<file path="src/rtl/muldiv_unit.sv">
// Iterative multiply/divide unit with HI/LO result registers.
// Produces one product or quotient bit per cycle. Results are written back in a single FIX cycle.
module muldiv_unit #(
  parameter int WIDTH  = 32,
  parameter bit ACC_EN = 1'b1
) (
  input  logic             clk,
  input  logic             rst_n,
  input  logic             req_valid,
  output logic             req_ready,
  input  logic [1:0]       op,
  input  logic             sign,
  input  logic [WIDTH-1:0] data_a,
  input  logic [WIDTH-1:0] data_b,
  input  logic             cancel,
  output logic             busy,
  output logic [WIDTH-1:0] hi,
  output logic [WIDTH-1:0] lo,
  output logic             resp_valid,
  output logic             div_by_zero
);

  localparam logic [1:0] OP_MUL  = 2'b00;
  localparam logic [1:0] OP_DIV  = 2'b01;
  localparam logic [1:0] OP_MADD = 2'b10;
  localparam logic [1:0] OP_MSUB = 2'b11;
  localparam int         CNT_W    = (WIDTH > 2) ? $clog2(WIDTH) : 1;
  localparam logic [CNT_W-1:0] CNT_LAST = CNT_W'(WIDTH - 1);

  typedef enum logic [1:0] {S_IDLE, S_RUN, S_FIX} state_e;

  function automatic logic [WIDTH-1:0] cond_neg_w(input logic [WIDTH-1:0] v, input logic neg);
    return neg ? (~v + WIDTH'(1)) : v;
  endfunction

  function automatic logic [2*WIDTH-1:0] cond_neg_2w(input logic [2*WIDTH-1:0] v, input logic neg);
    return neg ? (~v + (2*WIDTH)'(1)) : v;
  endfunction

  state_e               state_q, state_d;
  logic [1:0]           op_q;
  logic                 neg_q;
  logic                 a_neg_q;
  logic                 dbz_q;
  logic [WIDTH-1:0]     b_mag_q;
  logic [CNT_W-1:0]     cnt_q;
  logic [2*WIDTH-1:0]   p_q;
  logic [WIDTH-1:0]     hi_q, lo_q;
  logic                 resp_valid_q, div_by_zero_q;

  logic signed [WIDTH-1:0] a_s, b_s;
  logic                    a_neg, b_neg, accept, req_dbz, fix_done;
  logic [WIDTH-1:0]        a_mag, b_mag;

  assign a_s     = signed'(data_a);
  assign b_s     = signed'(data_b);
  assign a_neg   = sign && (a_s < 0);
  assign b_neg   = sign && (b_s < 0);
  assign a_mag   = cond_neg_w(data_a, a_neg);
  assign b_mag   = cond_neg_w(data_b, b_neg);
  assign accept  = req_valid && (state_q == S_IDLE);
  assign req_dbz = (op == OP_DIV) && (data_b == '0);
  assign fix_done = (state_q == S_FIX) && !cancel;

  always_comb begin
    state_d = state_q;
    case (state_q)
      S_IDLE: if (accept) state_d = req_dbz ? S_FIX : S_RUN;
      S_RUN: begin
        if (cancel)                 state_d = S_IDLE;
        else if (cnt_q == CNT_LAST) state_d = S_FIX;
      end
      S_FIX:   state_d = S_IDLE;
      default: state_d = S_IDLE;
    endcase
  end

  // p_q holds {accumulator, multiplier} for MUL and {remainder, dividend/quotient} for DIV
  logic [WIDTH:0]     mul_sum, rem_sh, rem_diff;
  logic [2*WIDTH-1:0] mul_next, div_next;

  assign mul_sum  = {1'b0, p_q[2*WIDTH-1:WIDTH]} + {1'b0, (p_q[0] ? b_mag_q : '0)};
  assign mul_next = {mul_sum, p_q[WIDTH-1:1]};
  assign rem_sh   = {p_q[2*WIDTH-1:WIDTH], p_q[WIDTH-1]};
  assign rem_diff = rem_sh - {1'b0, b_mag_q};
  assign div_next = rem_diff[WIDTH] ? {rem_sh[WIDTH-1:0], p_q[WIDTH-2:0], 1'b0}
                                    : {rem_diff[WIDTH-1:0], p_q[WIDTH-2:0], 1'b1};

  always_ff @(posedge clk) begin
    if (accept) begin
      op_q    <= op;
      neg_q   <= a_neg ^ b_neg;
      a_neg_q <= a_neg;
      dbz_q   <= req_dbz;
      b_mag_q <= b_mag;
      cnt_q   <= '0;
      p_q     <= req_dbz ? {data_a, {WIDTH{1'b1}}} : {{WIDTH{1'b0}}, a_mag};
    end else if (state_q == S_RUN) begin
      cnt_q <= cnt_q + CNT_W'(1);
      p_q   <= (op_q == OP_DIV) ? div_next : mul_next;
    end
  end

  logic [2*WIDTH-1:0] prod_s, acc, result;

  assign prod_s = cond_neg_2w(p_q, neg_q);
  assign acc    = {hi_q, lo_q};

  always_comb begin
    result = prod_s;
    if (dbz_q) begin
      result = p_q;
    end else begin
      case (op_q)
        OP_DIV:  result = {cond_neg_w(p_q[2*WIDTH-1:WIDTH], a_neg_q),
                           cond_neg_w(p_q[WIDTH-1:0], neg_q)};
        OP_MADD: if (ACC_EN) result = acc + prod_s;
        OP_MSUB: if (ACC_EN) result = acc - prod_s;
        default: result = prod_s;
      endcase
    end
  end

  always_ff @(posedge clk or negedge rst_n) begin
    if (!rst_n) begin
      state_q       <= S_IDLE;
      hi_q          <= '0;
      lo_q          <= '0;
      resp_valid_q  <= 1'b0;
      div_by_zero_q <= 1'b0;
    end else begin
      state_q       <= state_d;
      resp_valid_q  <= fix_done;
      div_by_zero_q <= fix_done && dbz_q;
      if (fix_done) {hi_q, lo_q} <= result;
    end
  end

  assign req_ready   = (state_q == S_IDLE);
  assign busy        = (state_q != S_IDLE);
  assign hi          = hi_q;
  assign lo          = lo_q;
  assign resp_valid  = resp_valid_q;
  assign div_by_zero = div_by_zero_q;

endmodule
</file>
<file path="config.mk">
export PLATFORM = sky130hd
export DESIGN_NAME = muldiv_unit
export DESIGN_NICKNAME = d
export VERILOG_FILES = /design/src/rtl/muldiv_unit.sv
export SDC_FILE = /design/constraint.sdc
export NUM_CORES = 1
export LEC_CHECK = 0
export ABC_AREA = 1
export ABC_CLOCK_PERIOD_IN_PS = 5790
export CORE_UTILIZATION = 53
export CTS_BUF_LIST = sky130_fd_sc_hd__clkbuf_16
export DETAILED_ROUTE_END_ITERATION = 16
export GPL_TIMING_DRIVEN = 1
export PLACE_DENSITY_LB_ADDON = 0.12
export SYNTH_ARGS = -nofsm -noshare
export SYNTH_HDL_FRONTEND = slang
export SYNTH_SLANG_ARGS = --single-unit
</file>
<file path="constraint.sdc">
create_clock -name clk -period 5.79 [get_ports clk]
set_input_delay 0.8685 -clock clk [delete_from_list [all_inputs] [get_ports clk]]
set_output_delay 0.8685 -clock clk [all_outputs]
set_load 0.1 [all_outputs]
</file>
==> reports/metrics.csv <==
stage,metric,value,unit
clock_network,cts_buffers,17,
drt,first_pass_iters,8,
drt,via_count,26900,
timing,clock_skew,0.0176,ns
placement,place_congestion,1.08,
clock_network,htree_levels,4,
synth,ys_warn_count,0,
critical_path,worstPathMaxFanout,8,
grt,grt_usage,0.425,
critical_path,critical_path_required,6.23,ns
timing,finalCritPeriodShare,0.973,
floorplan,core,43300,sq um
pwr,pwr_density_cell,688,nW/um^2
synth,synth_seq_cells,174,
timing,finalHoldViolations,0,
floorplan,die_w,212,um
timing,tightest_slew,1.20,ns
synth,synthCells,3824,
timing,rsz0062_at_grt,yes,
critical_path,critPathKind,flop to flop,
synth,synth_flop_cell,edfxtp_1,
floorplan,dieHeight,212,um
clock_network,cts_tree,built,
critical_path,critPathSlowestCell,edfxtp_1,
drt,drt-vias-per-instance,5.92,
clock_network,clkTransAtPathRegs,0.08,ns
synth,ys_seq_area_frac,0.207,
synth,synth_area_per_cell,6.10,sq um
grt,grt_pass1_wl,143000,um
floorplan,ios,139,
min_path,min_path_type,input port to async pin,
job,drv_cap,0,
drt,finalWirelength,94500,um
finish,final_cell_mix,"nand2_1, inv_1, nor2_1, o21ai_0, a21oi_1",
finish,nets,4159,
critical_path,cpMostUsedCell,nand2_1,
synth,synth_nets,4032,
finish,fin_cells,4549,
timing,slew_violations,0,
critical_path,crit_path_end_kind,flop,
clock_network,cts_hold_buf,0,
synth,synth_top_area_share,0.148,
clock_network,cts_buffer_depth,2,
placement,port_buffers,138,
critical_path,cp_slowest_stage_delay,0.43,ns
synth,synthTopCellsByArea,"nand2_1, edfxtp_1, inv_1",
synth,synth-edff-count,101,
outcome,status,"finished, final reports clean",
timing,max_freq,0.178,GHz
synth,ys_types,67,
timing,layout_min_cycle_time,5.63,ns
clock_network,clock_sink_count,174,
pwr,p_leak,0.0125,uW
drt,antenna_left,0,
synth,yosysTopAreaCell,nand2_1,
finish,layout-drive-gt1-share,0.0638,
timing,setup_violations,0,
timing,slew_headroom,0.195,
drt,drc,0,
pwr,ir_drop,0.517,mV
synth,synth-async-reset-ratio,0.391,
finish,area_growth,12.5,%
floorplan,dieArea,44900,sq um
finish,layout_commonest_cell,nand2_1,
synth,synth.cell_area,23300,sq um
grt,grt_pass1_vias,24900,
drt,drt-initial-drc-count,3326,
clock_network,insertion_delay,0.52,ns
grt,antenna_found_initial,3,
clock_network,clockRootBuffer,clkbuf_16,
grt,grt_max_degree,86,
finish,fin_util,0.607,
critical_path,startpoint_type,flop,
floorplan,start_util,0.539,
critical_path,cp.buffers_inverters,2,
timing,tns,0,ns
placement,placement.cell_area,25500,sq um
placement,dp.cells,4504,
grt,globalRoute.totalOverflow,0,
floorplan,rows,76,
placement,dp_hpwl,75100,um
critical_path,critical_path.top_delay_family,simple AND/OR/NAND/NOR gates,
finish,postLayoutCellArea,26300,sq um
critical_path,critPathArrivalTime,6.08,ns
finish,num_antenna_cells,0,
drt,wl_per_cell,20.8,um
## flip-flops by register name, summed over array words and instances, names as in the netlist
signal	cells
lo	32
dbz_q	1
op_q	2
state_q	2
resp_valid	1
a_neg_q	1
p_q	64
div_by_zero	1
b_mag_q	32
neg_q	1
hi	32
cnt_q	5
## final cells by class
type | instances | area, sq um
Clock inverter | 15 | 140
Inverter | 547 | 2060
Fill cell | 4406 | 17000
Multi-Input combinational cell | 3002 | 16100
Timing Repair Buffer | 209 | 1950
Sequential cell | 174 | 4830
Tap cell | 585 | 732
Clock buffer | 17 | 425
## power breakdown
part / internal (uW) / switching, uW
sequential: 2010 / 852
combinational: 4210 / 9790
clock: 569 / 634
## metrics by stage
stage               setup slack [ns]  hold slack, ns  total power (uW)
finish                         0.157           0.245             18100
detailed placement            0.0499           0.483             16300
CTS                           0.0274           0.253             17500
global placement              0.0136           0.467             16200
floorplan                       1.40           0.446             12400
global route                  0.0261           0.259             19400
## synth_stat cells (11+ instances only)
cell type and number:
nand2_1 921, inv_1 531, nor2_1 475, o21ai_0 315, a21oi_1 299, nand3_1 212, ha_1 134, xor2_1 125
edfxtp_1 101, clkbuf_1 75, dfrtp_1 68, o211ai_1 58, nor3_1 50, nand4_1 33, xnor2_1 33, nor2_2 30
nand2_2 26, o21a_1 24, nor4_1 22, o221ai_1 22, a31oi_1 20, o21ai_1 19, a21o_1 18, or2_2 17
buf_2 14, o22ai_1 12, o21bai_1 11
## repair_timing
item                                    4_1_cts  5_1_grt
endpoints found under the setup margin        0       12
setup buffers                                 0       13
resized for setup                             0       19
## kinds of logic (layout without fill, tap and decap cells)
family          count (synthesis)  count (layout)  share of synthesized area
mux                             1               1                   0.000429
fa+ha+maj                     137             137                     0.0744
xor+xnor                      160             160                     0.0607
buf+inv                       648             788                      0.106
compound gates                870             870                      0.215
flops                         174             174                      0.207
simple gates                 1834            1834                      0.337
## metal layers
| metal | vias up | share of wire | wire [um] | GRT usage |
|---|---|---|---|---|
| li1 | 13000 | - | - | - |
| met1 | 12100 | 0.39 | 36900 | 0.521 |
| met2 | 1517 | 0.43 | 41000 | 0.662 |
| met3 | 350 | 0.097 | 9130 | 0.0911 |
| met4 | 4 | 0.079 | 7470 | 0.300 |
| met5 | - | 0.00032 | 30 | 0 |
## worst paths after layout
kind | from | endpoint | slack, ns | cells past startpoint
min in group clk | cnt_q[3] | cnt_q[3] | 0.50 | 2
max in group asynchronous | rst_n | hi[31] | 4.45 | 2
worst max-delay path | p_q[32] | hi[26] | 0.16 | 30
worst min-delay path | rst_n | lo[0] | 0.24 | 1
worst max register to register | p_q[32] | hi[26] | 0.16 | 30
worst min register to register | cnt_q[3] | cnt_q[3] | 0.50 | 2
(Power assumes the default switching activity.)
